==> config.mk <==
export PLATFORM = sky130hd
export DESIGN_NAME = alu_arbiter
export DESIGN_NICKNAME = d
export VERILOG_FILES = /design/src/rtl/alu_arbiter.sv
export SDC_FILE = /design/constraint.sdc
export NUM_CORES = 1
export LEC_CHECK = 0
export ABC_AREA = 0
export CORE_ASPECT_RATIO = 0.9
export CORE_UTILIZATION = 25
export CTS_BUF_LIST = sky130_fd_sc_hd__clkbuf_4
export DETAILED_ROUTE_END_ITERATION = 12
export HOLD_SLACK_MARGIN = 0.06
export PLACE_DENSITY = 0.57
export SLEW_MARGIN = 20
export SYNTH_ARGS = -nofsm -noshare
export SYNTH_HDL_FRONTEND = slang
export SYNTH_SLANG_ARGS = --single-unit
==> constraint.sdc <==
create_clock -name clk -period 3.38 [get_ports clk]
set_clock_uncertainty 0.1 [all_clocks]
set_input_delay 0.507 -clock clk [delete_from_list [all_inputs] [get_ports clk]]
set_output_delay 0.507 -clock clk [all_outputs]
set_load 0.02 [all_outputs]
==> src/rtl/alu_arbiter.sv <==
// Round-robin arbiter that time-shares one combinational MIPS ALU among NREQ requesters.
// One op in flight: IDLE grants and loads the ALU inputs, EXEC captures the result, RESP presents it.
module alu_arbiter #(
    parameter int NREQ = 4,
    parameter int W    = 32,
    parameter int IDW  = (NREQ > 1) ? $clog2(NREQ) : 1
) (
    input  logic                 clk,
    input  logic                 rst_n,
    input  logic [NREQ-1:0]      req_valid,
    input  logic [4*NREQ-1:0]    req_ctl,
    input  logic [W*NREQ-1:0]    req_a,
    input  logic [W*NREQ-1:0]    req_b,
    output logic [NREQ-1:0]      req_ready,
    output logic [3:0]           alu_ctl,
    output logic [W-1:0]         alu_a,
    output logic [W-1:0]         alu_b,
    input  logic [W-1:0]         alu_out,
    input  logic                 alu_zero,
    output logic                 rsp_valid,
    input  logic                 rsp_ready,
    output logic [IDW-1:0]       rsp_id,
    output logic [W-1:0]         rsp_data,
    output logic                 rsp_zero,
    output logic                 rsp_err
);

    typedef enum logic [1:0] {IDLE, EXEC, RESP} state_t;

    state_t          state_q, state_d;
    logic [IDW-1:0]  last_grant_q;
    logic [IDW-1:0]  op_id_q;
    logic            err_q;
    logic [3:0]      alu_ctl_q;
    logic [W-1:0]    alu_a_q;
    logic [W-1:0]    alu_b_q;
    logic [IDW-1:0]  rsp_id_q;
    logic [W-1:0]    rsp_data_q;
    logic            rsp_zero_q;
    logic            rsp_err_q;

    logic [IDW-1:0]  grant;
    logic            grant_vld;
    logic            take;
    int              gi;

    function automatic logic ctl_illegal(input logic [3:0] c);
        case (c)
            4'd0, 4'd1, 4'd2, 4'd6, 4'd7, 4'd12: return 1'b0;
            default:                             return 1'b1;
        endcase
    endfunction

    // Scan downward in distance so the nearest requester after last_grant_q wins.
    always_comb begin
        grant     = last_grant_q;
        grant_vld = 1'b0;
        for (int k = NREQ; k >= 1; k--) begin
            if (req_valid[(int'(last_grant_q) + k) % NREQ]) begin
                grant     = IDW'((int'(last_grant_q) + k) % NREQ);
                grant_vld = 1'b1;
            end
        end
    end

    assign take = (state_q == IDLE) && grant_vld;
    assign gi   = int'(grant);

    always_ff @(posedge clk or negedge rst_n) begin
        if (!rst_n) begin
            state_q <= IDLE;
        end else begin
            state_q <= state_d;
        end
    end

    always_comb begin
        state_d = state_q;
        case (state_q)
            IDLE:    if (grant_vld) state_d = EXEC;
            EXEC:    state_d = RESP;
            RESP:    if (rsp_ready) state_d = IDLE;
            default: state_d = IDLE;
        endcase
    end

    // req_ready is gated by rst_n so no accept strobe can leak out while reset is held.
    always_comb begin
        req_ready = '0;
        rsp_valid = 1'b0;
        if (take && rst_n) begin
            req_ready = NREQ'(1) << grant;
        end
        if (state_q == RESP) begin
            rsp_valid = 1'b1;
        end
    end

    always_ff @(posedge clk or negedge rst_n) begin
        if (!rst_n) begin
            last_grant_q <= IDW'(NREQ - 1);
            op_id_q      <= '0;
            err_q        <= 1'b0;
            alu_ctl_q    <= '0;
            alu_a_q      <= '0;
            alu_b_q      <= '0;
            rsp_id_q     <= '0;
            rsp_data_q   <= '0;
            rsp_zero_q   <= 1'b0;
            rsp_err_q    <= 1'b0;
        end else begin
            if (take) begin
                last_grant_q <= grant;
                op_id_q      <= grant;
                alu_ctl_q    <= req_ctl[4*gi +: 4];
                alu_a_q      <= req_a[W*gi +: W];
                alu_b_q      <= req_b[W*gi +: W];
                err_q        <= ctl_illegal(req_ctl[4*gi +: 4]);
            end
            if (state_q == EXEC) begin
                rsp_id_q   <= op_id_q;
                rsp_data_q <= alu_out;
                rsp_zero_q <= alu_zero;
                rsp_err_q  <= err_q;
            end
        end
    end

    assign alu_ctl  = alu_ctl_q;
    assign alu_a    = alu_a_q;
    assign alu_b    = alu_b_q;
    assign rsp_id   = rsp_id_q;
    assign rsp_data = rsp_data_q;
    assign rsp_zero = rsp_zero_q;
    assign rsp_err  = rsp_err_q;

endmodule

* Word level (Yosys, flattened, before mapping)
Index checks and enable logic that the tools add are counted.
** Word-level totals
- Register bits :: 111
- Latch bits :: 0
- Memory bits (writable) :: 0
- Memory bits (read-only) :: 0
- Output and inout bits :: 109
- Memories kept :: 0
** Operators by class
- Add/sub/neg operators :: 4
- Multipliers :: 0
- Div/mod/pow operators :: 0
- $lt $le $gt $ge :: 4
- Equality and inequality tests :: 9
- Shift operators :: 4
- Muxes and demuxes :: 26
- Bitwise operators :: 4
- Reduce and logical (&&, ||, !) cells :: 10
** Operators by type and width (count)
- variable part select 128 x 8 -> 32 bit :: 2
- less-than comparator 3 x 4 -> 1 bit, second input constant :: 4
- variable part select 16 x 5 -> 4 bit :: 1
- two-way mux 1 bit :: 14
- two-way mux 2 bit :: 6
- binary-select mux 1 bit (select 2 bit) :: 4
- equality test 4 x 3 -> 1 bit, second input constant :: 2
- OR reduction 2 bit :: 4
- one-hot mux 2 bit (3 select lines) :: 1
- OR reduction 6 bit :: 1
- adder 2 x 1 -> 2 bit, second input constant :: 2
- adder 2 bit, second input constant :: 2
- AND 1 bit, first input constant :: 4
- equality test 4 x 1 -> 1 bit, second input constant :: 1
- equality test 4 x 2 -> 1 bit, second input constant :: 1
- equality test 4 bit, second input constant :: 1
- logical NOT 4 bit :: 1
- two-way mux 4 bit :: 1
- != test 2 bit, second input constant :: 2
- << shifter 1 x 2 -> 4 bit, first input constant :: 1
- equality test 2 x 1 -> 1 bit, second input constant :: 1
- equality test 2 bit, second input constant :: 1
- logical AND 1 bit :: 2
- logical NOT 2 bit :: 1
- AND reduction 2 bit :: 1

* Longest topological paths before layout
- Word-level depth :: 14
- Depth in mapped cells :: 9
- Mapped depth without buffers :: 7

* Worst setup path before layout
Ideal clock, no wire load.
- Kind :: input -> output
- From :: input req_valid[3]
- To :: output req_ready[0]
- Arrival time :: 2217 ps
- Data required time :: 2773 ps
- Setup slack :: 556 ps
- Cell stages on the path :: 7
- Path through :: clkbuf_1 > a31o_2 > o32ai_2 > clkbuf_1 > clkbuf_1 > nand3_1 > nor2_1
** Between the ends
- Word-level cells in the longest chain between the ends :: 10
** Ends and longest elaborated chain
- start, declared :: RTL line 10 : input logic [NREQ-1:0] req_valid,
- binary-select mux 1 bit (select 2 bit) :: RTL line 59 : if (req_valid[(int'(last_grant_q) + k) % NREQ]) begin
- two-way mux 1 bit (not written as such) (2 in series) :: RTL line 59
- two-way mux 1 bit (4 in series) :: RTL line 59
- logical AND 1 bit :: RTL line 66 : assign take = (state_q == IDLE) && grant_vld;
- logical AND 1 bit :: RTL line 91 : if (take && rst_n) begin
- two-way mux 4 bit (*) :: RTL line 91
- end, declared :: RTL line 14 : output logic [NREQ-1:0] req_ready,
Every way passes the cells marked *; elsewhere a longest branch is shown, timed or not. The select of a mux whose other input is x is not followed.

* Worst setup path in the final report
- From :: register last_grant_q[1]
- To :: output req_ready[1]
** Between the ends
- Word-level cells in the longest chain between the ends :: 11
** Ends and longest elaborated chain
- start, declared :: RTL line 31 : logic [IDW-1:0] last_grant_q;
- start signal, assigned :: RTL line 101 : last_grant_q <= IDW'(NREQ - 1);
- start signal, assigned :: RTL line 113 : last_grant_q <= grant;
- adder 2 x 1 -> 2 bit :: RTL line 59, 60
- binary-select mux 1 bit (select 2 bit) :: RTL line 59
- two-way mux 1 bit (not written as such) (2 in series) :: RTL line 59
- two-way mux 1 bit (4 in series) :: RTL line 59
- logical AND 1 bit :: RTL line 66
- logical AND 1 bit :: RTL line 91
- two-way mux 4 bit (*) :: RTL line 91
Marked as above.

==> metrics.md <==
| Metric | Value |
|---|---|
| TritonCTS Sinks | `111` |
| CP startpoint | `last_grant_q[1]` |
| Worst setup margin | `0.191 ns` |
| Req. time, crit path | `2.77 ns` |
| # IOs | `421` |
| Die Wd | `roughly 170 um` |
| Reg2reg setup slack | `0.58 ns` |
| Number of H-tree levels | `3` |
| Critical Path End Type | `output port` |
| Flops & latches, synth | `111` |
| Startpoint types | `register` |
| Mapped Area | `6320 um^2` |
| Setup Viol. Count Final | `0` |
| Count of cell types in the netlist | `29` |
| Global-route wire length before repair | `34.9 mm` |
| Pwr Density | `791 nW/um^2` |
| Fin Hold WS | `0.252 ns` |
| Clock slew at the register clock pins of the worst setup and hold paths | `0.21 ns` |
| Arrival time at the worst endpoint | `around 2.6 ns` |
| Largest net degree at the start of global routing | `135` |
| Mean Syn Cell Area | `9.78 um^2` |
| Mapped Cells | `roughly 650` |
| RSZ-0062 raised after global routing | `false` |
| CORE AREA | `24500 um^2` |
| Final min period | `~3.2 ns` |
| Crit Path Max Fanout | `8` |
| Clock share of power | `0.079` |
| Post-synth EDFFs | `0` |
| Finished Layout Cells | `~1400` |
| Ys Warns | `0` |
| Final WL | `~23 mm` |
| CTS Buf Count | `9` |
| Tightest Hold Check Type | `in -> async` |
| Achievable clock frequency | `314 MHz` |
| GRT overflow | `0` |
| Drt via density | `4.38` |
| Most common cell after layout, fill and taps aside | `clkdlybuf4s50_1` |
| Syn_nets | `958` |
| Commonest register cell after synthesis | `dfrtp_1` |
| Inst Count DP | `1367` |
| DP Wirelength | `17.6 mm` |
| Layout cell share with drive strength beyond 1 | `0.134` |
| Reg2reg start | `last_grant_q[1]` |
| Area of the die | `25900 um^2` |
| Run status | `complete, no violations` |
| DRC violations left | `0` |
| Sw Ratio | `0.434` |
| Internal power | `0.00495 W` |
| Chip height | `153 um` |
| Area delta synth->final | `75.0%` |
| Final hold vios | `0` |
| Routability cong. | `0.791` |
| PortBufs | `420` |
| Rows | `54` |
| Combinational fraction of design power | `0.651` |
| Critical path type | `reg -> out` |
| Pre-CTS setup slack | `0.192 ns` |
| Vias in the first global route | `6279` |
| Max clock buf depth | `2` |
| Setup TNS | `0 ns` |
| CTS tree | `yes` |
| Total chip power | `0.00874 W` |
| Vias post-DR | `6069` |
| Max-cap violations | `0` |
| Clock root buffer | `clkbuf_4` |
| Seq/Total Area, Yosys | `0.440` |
| Psw | `roughly 0.0038 W` |
| Post-CTS Resized | `0` |
| Total Routing Usage GR | `0.175` |
| Initial Util | `0.258` |
| Initial DRT Pass Iterations | `4` |
| Fin crit share | `0.943` |
| Max Slew Vio Count | `0` |
| WL/cell | `16.4 um` |
| Initial antenna violation count | `1` |
| Standby leakage power | `4.57 nW` |
| Antenna-violating nets left | `0` |
| Sequential share of power | `0.270` |
| DRT iter0 DRCs | `roughly 140` |
| Nets | `1356` |
| Synth async-reset ratio | `1.00` |
| Commonest cells after routing, fill and taps aside | `419 x clkdlybuf4s50_1, 109 x dfrtp_1, 100 x mux2_2` |
| Worst-Skew Late Latency | `0.49 ns` |
| Slew headroom | `0.374` |
| Worst-Margin Slew | `0.939 ns` |
| Peak supply drop | `467 uV` |
## logic make-up (layout without fill, tap and decap cells)
| family | after synthesis | count (layout) | share of synthesized area |
|---|---|---|---|
| AOI/OAI and AO/OA | 146 | 146 | 0.126 |
| xor gates and xnor gates | 1 | 1 | 0.00139 |
| buffers and inverters | 53 | 456 | 0.0384 |
| DFF | 111 | 111 | 0.440 |
| muxes | 175 | 175 | 0.297 |
| other | 0 | 1 | 0 |
| and+or+nand+nor | 160 | 160 | 0.0978 |
## final timing paths
| kind | endpoint | cells past startpoint |
|---|---|---|
| worst max-delay path | req_ready[1] | 6 |
| min in group clk | alu_a[20] | 2 |
| worst min-delay path | rsp_data[0] | 2 |
| worst min register to register | alu_a[20] | 2 |
| max in group asynchronous | state_q[0] | 4 |
| worst max register to register | err_q | 8 |
## Yosys cell counts, types with 2 or more instances
cell type	instances	share of area
o21ai_0	68	0.054
nor2_1	74	0.044
nand2_1	78	0.046
buf_2	8	0.0063
nand3_1	2	0.0016
dfrtp_1	109	0.43
a21oi_1	69	0.055
buf_4	7	0.0083
clkbuf_1	34	0.020
mux2i_1	75	0.12
inv_1	2	0.0012
nand2b_1	3	0.0030
mux2_2	100	0.18
dfstp_2	2	0.0083
## timing repair
| item | 4_1_cts | 5_1_grt |
|---|---|---|
| setup buffers | 0 | 1 |
| hold buffers | 1 | 0 |
| endpoints found under the setup margin | 0 | 2 |
| endpoints found under the hold margin | 3 | 0 |
## layout make-up
| class | instances | area (um^2) |
|---|---|---|
| inverter | 3 | 11.3 |
| tap | 336 | 420 |
| sequential | 111 | 2780 |
| clock buffer | 9 | 67.6 |
| clock inverter | 7 | 75.1 |
| antenna | 1 | 2.50 |
| multi-input combinational | 482 | 3320 |
| fill | 2398 | 13500 |
| timing repair buffer | 437 | 4380 |
## per-stage QoR
stage / utilization / instance area, um^2
after floorplan: - / 6320
after CTS: 0.451 / 11000
final: 0.451 / 11100
after global routing: 0.451 / 11100
after global placement: 0.444 / 10900
after detailed placement: 0.444 / 10900
## worst max-delay path, stage by stage (launching register included)
cell and delay (ns):
dfstp_2 0.68, a21oi_1 0.09, a31o_2 0.24, o32ai_4 0.14
nand3_1 0.20, nor2_1 0.14, clkdlybuf4s50_1 0.62
## power groups by stage
stage | sequential [W] | clock, W | combinational [W]
finish | 0.00236 | 0.000690 | 0.00570
global route | 0.00246 | 0.000791 | 0.00623
CTS | 0.00237 | 0.000745 | 0.00579
detailed placement | 0.00240 | 0 | 0.00579
global placement | 0.00237 | 0 | 0.00576
floorplan | 0.00309 | 0 | 0.00267
## flip-flops by register name, indices dropped and copies added (netlist names)
register      cells
alu_a            32
alu_b            32
rsp_data         32
alu_ctl           4
last_grant_q      2
op_id_q           2
rsp_id            2
state_q           2
err_q             1
rsp_err           1
rsp_zero          1
## per-layer routing
metal  GRT usage  vias to the layer above  share of wire
met5           0                        -              0
met4      0.0519                        0          0.022
met3      0.0515                       23          0.081
met2       0.311                      249           0.50
met1       0.202                     2736           0.40
li1            -                     3061              -
(Power assumes the default switching activity.)
